===== src/rtl/fft_frame_scheduler_pkg.sv =====
// Shared types and helpers for the FFT frame scheduler.
//   sched_state_t  : scheduler FSM encoding (IDLE, FILL, GAP)
//   FRAME_LEN_DEF  : default output beats per frame
//   SHIFT_DEF      : default number of zero LSBs appended below a sample
//   sat_inc16      : 16-bit increment that sticks at all-ones
package fft_sched_pkg;

  typedef enum logic [1:0] {
    IDLE = 2'd0,
    FILL = 2'd1,
    GAP  = 2'd2
  } sched_state_t;

  localparam int unsigned FRAME_LEN_DEF = 1024;
  localparam int unsigned SHIFT_DEF     = 8;

  // Increment that saturates at 16'hFFFF instead of wrapping.
  function automatic logic [15:0] sat_inc16(input logic [15:0] v);
    return (v == 16'hFFFF) ? v : v + 16'd1;
  endfunction

endpackage


===== src/rtl/fft_frame_scheduler_if.sv =====
// Sample-in / beat-out handshake bundle of the FFT frame scheduler.
//   in_valid/in_data/in_ready     : codec sample strobe (in_ready is tied high)
//   out_valid/out_ready/out_data/out_last : FFT input stream
// master: the environment (codec + FFT side); slave: the scheduler.
interface fft_sched_if #(
  parameter int unsigned N = 16,
  parameter int unsigned W = 32
);
  import fft_sched_pkg::*;

  logic         in_valid;
  logic [N-1:0] in_data;
  logic         in_ready;
  logic         out_valid;
  logic         out_ready;
  logic [W-1:0] out_data;
  logic         out_last;

  modport master (
    output in_valid, in_data, out_ready,
    input  in_ready, out_valid, out_data, out_last
  );

  modport slave (
    input  in_valid, in_data, out_ready,
    output in_ready, out_valid, out_data, out_last
  );

endinterface


===== src/rtl/fft_frame_scheduler_decimator.sv =====
// Wrapping decimation counter.
//   clk, rst_n : clock, async active-low reset
//   clr        : hold the counter at zero (scheduler idle)
//   dec_m1     : decimation factor minus 1 (latched copy from the scheduler)
//   in_valid   : codec sample strobe
//   cand       : this sample is the one kept out of every dec_m1+1
module sample_decimator
  import fft_sched_pkg::*;
#(
  parameter int unsigned DEC_W = 6
) (
  input  logic             clk,
  input  logic             rst_n,
  input  logic             clr,
  input  logic [DEC_W-1:0] dec_m1,
  input  logic             in_valid,
  output logic             cand
);

  logic [DEC_W-1:0] dec_cnt_q;

  // Counter wraps to zero on the sample that matches dec_m1.
  always_ff @(posedge clk or negedge rst_n) begin
    if (!rst_n) begin
      dec_cnt_q <= '0;
    end else if (clr) begin
      dec_cnt_q <= '0;
    end else if (in_valid) begin
      dec_cnt_q <= (dec_cnt_q == dec_m1) ? '0 : dec_cnt_q + DEC_W'(1);
    end
  end

  assign cand = in_valid && !clr && (dec_cnt_q == dec_m1);

endmodule


===== src/rtl/fft_frame_scheduler.sv =====
// Cuts the decimated codec sample stream into fixed-length FFT frames.
//   clk, rst_n  : adc_clk domain clock, async active-low reset
//   enable      : run request, only sampled at frame boundaries
//   dec_m1      : decimation factor minus 1 (latched at frame start)
//   frame_gap   : decimated samples discarded between frames (latched)
//   drop_clr    : synchronous clear of drop_count (wins over increment)
//   bus         : sample in / beat out handshakes (slave side)
//   frame_start : pulse coincident with beat 0 appearing on the output
//   frame_done  : high while the last beat of a frame handshakes
//   drop_count  : saturating count of candidates lost to back-pressure
//   busy        : scheduler is not idle
// W must be at least N + SHIFT.
module fft_frame_scheduler
  import fft_sched_pkg::*;
#(
  parameter int unsigned N         = 16,
  parameter int unsigned W         = 32,
  parameter int unsigned SHIFT     = SHIFT_DEF,
  parameter int unsigned FRAME_LEN = FRAME_LEN_DEF,
  parameter int unsigned DEC_W     = 6
) (
  input  logic             clk,
  input  logic             rst_n,
  input  logic             enable,
  input  logic [DEC_W-1:0] dec_m1,
  input  logic [15:0]      frame_gap,
  input  logic             drop_clr,
  fft_sched_if.slave       bus,
  output logic             frame_start,
  output logic             frame_done,
  output logic [15:0]      drop_count,
  output logic             busy
);

  localparam int unsigned    IDX_W    = (FRAME_LEN > 1) ? $clog2(FRAME_LEN) : 1;
  localparam logic [IDX_W-1:0] LAST_IDX = IDX_W'(FRAME_LEN - 1);

  localparam logic [1:0] ST_IDLE = IDLE;
  localparam logic [1:0] ST_FILL = FILL;
  localparam logic [1:0] ST_GAP  = GAP;

  logic [1:0]       state_q,       state_d;
  logic [DEC_W-1:0] cfg_dec_q,     cfg_dec_d;
  logic [15:0]      cfg_gap_q,     cfg_gap_d;
  logic [IDX_W-1:0] frame_idx_q,   frame_idx_d;
  logic [15:0]      gap_cnt_q,     gap_cnt_d;
  logic             out_valid_q,   out_valid_d;
  logic [W-1:0]     out_data_q,    out_data_d;
  logic             out_last_q,    out_last_d;
  logic             frame_start_q, frame_start_d;
  logic [15:0]      drop_q,        drop_d;
  logic             busy_q,        busy_d;

  logic             cand;
  logic             drop_c;
  logic             reg_free_c;
  logic [W-1:0]     sample_word_c;

  // Decimation counter; held clear while idle so each run starts at phase 0.
  sample_decimator #(
    .DEC_W (DEC_W)
  ) u_dec (
    .clk      (clk),
    .rst_n    (rst_n),
    .clr      (state_q == ST_IDLE),
    .dec_m1   (cfg_dec_q),
    .in_valid (bus.in_valid),
    .cand     (cand)
  );

  // Output register can take a new beat if empty or emptying this cycle.
  assign reg_free_c    = !out_valid_q || bus.out_ready;
  assign sample_word_c = W'($signed(bus.in_data)) << SHIFT;

  // Next-state and datapath decode.
  always_comb begin
    state_d       = state_q;
    cfg_dec_d     = cfg_dec_q;
    cfg_gap_d     = cfg_gap_q;
    frame_idx_d   = frame_idx_q;
    gap_cnt_d     = gap_cnt_q;
    out_valid_d   = out_valid_q;
    out_data_d    = out_data_q;
    out_last_d    = out_last_q;
    frame_start_d = 1'b0;
    drop_d        = drop_q;
    drop_c        = 1'b0;

    if (out_valid_q && bus.out_ready) begin
      out_valid_d = 1'b0;
    end

    case (state_q)
      ST_IDLE: begin
        if (enable) begin
          state_d     = ST_FILL;
          cfg_dec_d   = dec_m1;
          cfg_gap_d   = frame_gap;
          frame_idx_d = '0;
          gap_cnt_d   = '0;
        end
      end

      ST_FILL: begin
        if (cand) begin
          if (reg_free_c) begin
            out_valid_d   = 1'b1;
            out_data_d    = sample_word_c;
            out_last_d    = (frame_idx_q == LAST_IDX);
            frame_start_d = (frame_idx_q == '0);
            // FRAME_LEN is a power of two, so this wraps to 0 after the last beat.
            frame_idx_d   = frame_idx_q + IDX_W'(1);
            if (frame_idx_q == LAST_IDX) begin
              if (cfg_gap_q != 16'd0) begin
                state_d   = ST_GAP;
                gap_cnt_d = cfg_gap_q;
              end else if (enable) begin
                cfg_dec_d = dec_m1;
                cfg_gap_d = frame_gap;
              end else begin
                state_d = ST_IDLE;
              end
            end
          end else begin
            drop_c = 1'b1;
          end
        end
      end

      ST_GAP: begin
        // Gap candidates are discarded on purpose and never counted as drops.
        if (cand) begin
          gap_cnt_d = (gap_cnt_q == 16'd0) ? 16'd0 : gap_cnt_q - 16'd1;
          if (gap_cnt_q <= 16'd1) begin
            if (enable) begin
              state_d   = ST_FILL;
              cfg_dec_d = dec_m1;
              cfg_gap_d = frame_gap;
            end else begin
              state_d = ST_IDLE;
            end
          end
        end
      end

      default: begin
        state_d = ST_IDLE;
      end
    endcase

    if (drop_clr) begin
      drop_d = '0;
    end else if (drop_c) begin
      drop_d = sat_inc16(drop_q);
    end

    busy_d = (state_d != ST_IDLE);
  end

  // State and output registers.
  always_ff @(posedge clk or negedge rst_n) begin
    if (!rst_n) begin
      state_q       <= ST_IDLE;
      cfg_dec_q     <= '0;
      cfg_gap_q     <= '0;
      frame_idx_q   <= '0;
      gap_cnt_q     <= '0;
      out_valid_q   <= 1'b0;
      out_data_q    <= '0;
      out_last_q    <= 1'b0;
      frame_start_q <= 1'b0;
      drop_q        <= '0;
      busy_q        <= 1'b0;
    end else begin
      state_q       <= state_d;
      cfg_dec_q     <= cfg_dec_d;
      cfg_gap_q     <= cfg_gap_d;
      frame_idx_q   <= frame_idx_d;
      gap_cnt_q     <= gap_cnt_d;
      out_valid_q   <= out_valid_d;
      out_data_q    <= out_data_d;
      out_last_q    <= out_last_d;
      frame_start_q <= frame_start_d;
      drop_q        <= drop_d;
      busy_q        <= busy_d;
    end
  end

  assign bus.in_ready  = 1'b1;
  assign bus.out_valid = out_valid_q;
  assign bus.out_data  = out_data_q;
  assign bus.out_last  = out_last_q;
  assign frame_start   = frame_start_q;
  // Marks the handshake of the last beat itself, so it follows out_ready directly.
  assign frame_done    = out_valid_q && bus.out_ready && out_last_q;
  assign drop_count    = drop_q;
  assign busy          = busy_q;

endmodule


===== src/flat_wrapper.sv =====
// flat-port wrapper written by rule: the top's interface ports become plain ports
module fft_frame_scheduler_flat import fft_sched_pkg::*;
#(
  parameter int unsigned N         = 16,
  parameter int unsigned W         = 32,
  parameter int unsigned SHIFT     = SHIFT_DEF,
  parameter int unsigned FRAME_LEN = FRAME_LEN_DEF,
  parameter int unsigned DEC_W     = 6
)
  (clk, rst_n, enable, dec_m1, frame_gap, drop_clr, frame_start, frame_done, drop_count, busy, bus_in_valid, bus_in_data, bus_out_ready, bus_in_ready, bus_out_valid, bus_out_data, bus_out_last);
  fft_sched_if #(.N(N), .W(W)) bus_i ();
  input  logic clk;
  input  logic rst_n;
  input  logic enable;
  input  logic [DEC_W-1:0] dec_m1;
  input  logic [15:0] frame_gap;
  input  logic drop_clr;
  output logic frame_start;
  output logic frame_done;
  output logic [15:0] drop_count;
  output logic busy;
  input wire logic [$bits(bus_i.in_valid)-1:0] bus_in_valid;
  input wire logic [$bits(bus_i.in_data)-1:0] bus_in_data;
  input wire logic [$bits(bus_i.out_ready)-1:0] bus_out_ready;
  output wire logic [$bits(bus_i.in_ready)-1:0] bus_in_ready;
  output wire logic [$bits(bus_i.out_valid)-1:0] bus_out_valid;
  output wire logic [$bits(bus_i.out_data)-1:0] bus_out_data;
  output wire logic [$bits(bus_i.out_last)-1:0] bus_out_last;
  assign bus_i.in_valid = bus_in_valid;
  assign bus_i.in_data = bus_in_data;
  assign bus_i.out_ready = bus_out_ready;
  assign bus_in_ready = bus_i.in_ready;
  assign bus_out_valid = bus_i.out_valid;
  assign bus_out_data = bus_i.out_data;
  assign bus_out_last = bus_i.out_last;
  fft_frame_scheduler #(.N(N), .W(W), .SHIFT(SHIFT), .FRAME_LEN(FRAME_LEN), .DEC_W(DEC_W)) u_core (.clk(clk), .rst_n(rst_n), .enable(enable), .dec_m1(dec_m1), .frame_gap(frame_gap), .drop_clr(drop_clr), .bus(bus_i), .frame_start(frame_start), .frame_done(frame_done), .drop_count(drop_count), .busy(busy));
endmodule

===== config.mk =====
export PLATFORM = sky130hd
export DESIGN_NAME = fft_frame_scheduler_flat
export DESIGN_NICKNAME = d
export VERILOG_FILES = /design/src/rtl/fft_frame_scheduler_pkg.sv /design/src/rtl/fft_frame_scheduler_if.sv /design/src/rtl/fft_frame_scheduler_decimator.sv /design/src/rtl/fft_frame_scheduler.sv /design/src/flat_wrapper.sv
export SDC_FILE = /design/constraint.sdc
export NUM_CORES = 1
export LEC_CHECK = 0
export CORE_UTILIZATION = 35
export DETAILED_ROUTE_END_ITERATION = 7
export PLACE_DENSITY = 0.69
export SETUP_SLACK_MARGIN = 0.15
export SYNTH_ARGS = -nofsm -noshare
export SYNTH_HDL_FRONTEND = slang
export SYNTH_SLANG_ARGS = --single-unit

===== constraint.sdc =====
create_clock -name clk -period 5.65 [get_ports clk]
set_input_delay 0.565 -clock clk [delete_from_list [all_inputs] [get_ports clk]]
set_output_delay 0.565 -clock clk [all_outputs]
set_load 0.005 [all_outputs]

==> summary.txt <==
Critical path
  – FF-to-FF Start: u_core.state_q[1]$_DFF_PN0_
  – CP Capture Type: flip-flop
  – Critical path type: reg2reg
  – CP required: 5.87 ns
  – CP arrival: 3.46 ns
  – CP cell instances: inv_1, ha_1, nand4_1, nor4_1, xnor2_1, nor2_1
  – FF-to-FF End: u_core.frame_idx_q[7]$_DFFE_PN0P_
  – Reg2Reg Depth: 6
  – Slowest-stage cell, CP: nand4_1
  – Startpoint Class: flip-flop
  – Crit-path max FO: 25
  – Worst path max stage delay: 1.02 ns
  – Register-to-Register Setup Slack: 2.41 ns

Die
  – Rows: between 40 and 50
  – Core area: around 13000 um^2
  – Starting density of the core: 36.1%
  – Die Y: 119 um
  – Num ports: a little under 100
  – Die ar.: 14300 um^2
  – Die Wd: 119 um

STA
  – Tmin final: 3.24 ns
  – Max-slew violation count: 0
  – Final worst slack: between 2 and 2.5 ns
  – RSZ-0062 raised after global routing: no
  – Setup violations, final: 0
  – Worst-Margin Slew: 1.14 ns
  – Final period utilization: 57.4%
  – Total Neg Setup Slack: 0 ns
  – Clock Skew: 0.00824 ns
  – Slew headroom: 23.8%
  – Maximum clock rate: about 300 MHz
  – Final Hold Fails: 0

Synthesis
  – Post-Synth Adder-Cell Area: 2.85%
  – Sequential area share after synthesis: 47.7%
  – #FFs+latches synth: 92
  – Simple-gate share of the synthesized area: 20.7%
  – Post-Synthesis Cells: 503
  – Compound-gate portion of the synthesized area: between 10% and 20%
  – Post-synth ARST share: 100%
  – Synth cell types: 53
  – Yosys warns: 0
  – Ys flop type: dfrtp_1
  – Number of flops mapped to enable cells by yosys: 0
  – Syn_area_per_cell: between 9 and 10 um^2
  – Post-synthesis mux area share: roughly 5.3%
  – Combinational family with the most area after synthesis: simple AND/OR/NAND/NOR gates
  – XOR/XNOR Fraction of Synth Area: 4.54%
  – Post-Synthesis Cell Area: 4820 um^2

Placed design
  – IO Port Bufs: 88
  – GPL Wtd Cong: about 0.93
  – DP Worst Slack: 2.40 ns
  – Final HPWL DP: 8560 um

GRT
  – Vias in the first global route: 3993
  – GRT Overall Usage: 17.2%
  – Antenna violations before repair: 0
  – First-pass GRT wire length: between 15000 and 20000 um
  – Grt ovf: 0
  – Largest net degree at the start of global routing: 67

Cells and area
  – Synth-to-Final Area Change: 25.4%
  – Commonest non-fill, non-tap cells in the layout: dfrtp_1, clkdlybuf4s50_1, nand2_1
  – Fillers: ~1300
  – Share of cells above drive strength 1: 7.94%
  – Ant diodes: 0
  – Most common cell after layout, fill and taps aside: dfrtp_1
  – # nets final: 630

Power
  – Total power divided by cell area: 420 nW/um^2
  – Total power: 2.54 mW
  – Maximum VDD drop: about 0.25 mV
  – P_leak: 2.59 nW

Run
  – Max-Cap Viols: 0

Routing
  – Drt first-iter violations: between 200 and 300
  – ANT nets after route: 0
  – Residual DRC: 0
  – WL per Instance: 15.6 um
  – DRT Wirelength: 11800 um
  – Drt first pass iters: 5
  – Drt via density: 5.39
  – Total number of vias: 4068

Clock network
  – Post-CTS Setup Inserts: 0
  – Root Buffer: clkbuf_16
  – Max Buffers Root-to-Sink: 2
  – H-Tree Depth: 3
  – Clk pin slew, worst setup/hold paths: 0.06 ns
  – Worst-Skew Late Latency: 0.34 ns
  – CTS Buf Count: 9
  – CTS tree: done
  – Hold-fix buffers at CTS: 0
  – Post-CTS sizing: 0
  – Total clock sinks: a little over 90

Hold path
  – Worst Hold Class: in2async

Status
  – Outcome: finished clean
-- through the flow --
step	hold WS [ns]	std cells	util, %	area [um^2]
2_1_floorplan	0.269	510	-	4850
4_1_cts	0.123	755	45.3	6050
3_5_place_dp	0.458	740	43.2	5760
6_report	0.123	755	45.3	6050
3_3_place_gp	0.448	740	43.2	5760
5_1_grt	0.149	755	45.3	6050
-- synth_stat cells (all sizes together) (14+ instances only) --
master,number,area share [%]
dfrtp,92,48
nand2,73,5.7
nor2,37,2.9
o21ai,26,2.7
buf,22,3.2
mux2,22,5.1
a21oi,18,1.9
xor2,17,3.1
inv,15,1.2
nor4,15,2.3
clkbuf,14,1.1
nand4,14,1.8
nor3,14,1.6
-- worst max path at each step --
stage,cells past startpoint,start,endpoint
detailed placement,7,bus_in_valid,u_core.frame_idx_q[7]$_DFFE_PN0P_
global placement,7,bus_in_valid,u_core.frame_idx_q[7]$_DFFE_PN0P_
finish,6,u_core.state_q[1]$_DFF_PN0_,u_core.frame_idx_q[7]$_DFFE_PN0P_
global route,6,u_core.state_q[1]$_DFF_PN0_,u_core.frame_idx_q[7]$_DFFE_PN0P_
floorplan,9,u_core.state_q[0]$_DFF_PN0_,u_core.drop_count[9]$_DFFE_PN0P_
CTS,6,u_core.state_q[1]$_DFF_PN0_,u_core.frame_idx_q[7]$_DFFE_PN0P_
-- power breakdown --
group          leakage [nW]  internal, mW  total, mW  switching [mW]
Clock                 0.145         0.343      0.578           0.235
Combinational          1.23         0.440      0.946           0.506
Sequential             1.22         0.839       1.02           0.178
Total                  2.59          1.62       2.54           0.919
-- sequential cells by signal, indices dropped and copies added, names as in the netlist --
signal and count:
u_core.cfg_gap_q 16, u_core.cfg_dec_q 6, u_core.state_q 2, u_core.frame_idx_q 10, u_core.frame_start 1, u_core.bus.out_valid 1, u_core.gap_cnt_q 16, u_core.bus.out_last 1
u_core.busy 1, u_core.u_dec.dec_cnt_q 6, u_core.drop_count 16, u_core.bus.out_data 16
-- logic make-up after synthesis --
| group | after synthesis |
|---|---|
| compound gates | 97 |
| xor+xnor | 25 |
| fa+ha+maj | 11 |
| buf+inv | 51 |
| flops | 92 |
| mux | 23 |
| other cells | 2 |
| simple gates | 202 |
-- layout make-up --
class                   instances  area (um^2)  area share, %
clock inverters                 1         5.00         0.0827
repair buffers                 90          893           14.8
clock buffers                  14          284           4.69
flip-flops and latches         92         2300           38.1
inverters                      15         56.3          0.931
well taps                     176          220           3.64
multi-input cells             367         2290           37.8
-- critical path: cells and delay by family (launching register included) --
kind                       cells  cell delay (ns)
adders and majority gates      1             0.72
DFF                            1             0.43
and+or+nand+nor                3             1.70
buffers and inverters          1             0.10
xor gates and xnor gates       1             0.17
-- per-layer routing --
metal / global-route usage, % / wire [um] / vias to the layer above
met5: 0 / 0 / -
met4: 6.17 / 234 / 0
met3: 3.83 / 551 / 20
met2: 28.3 / 5660 / 142
met1: 22.2 / 5310 / 1993
li1: - / - / 1913
Note: power is estimated with default switching activity, not from simulation.
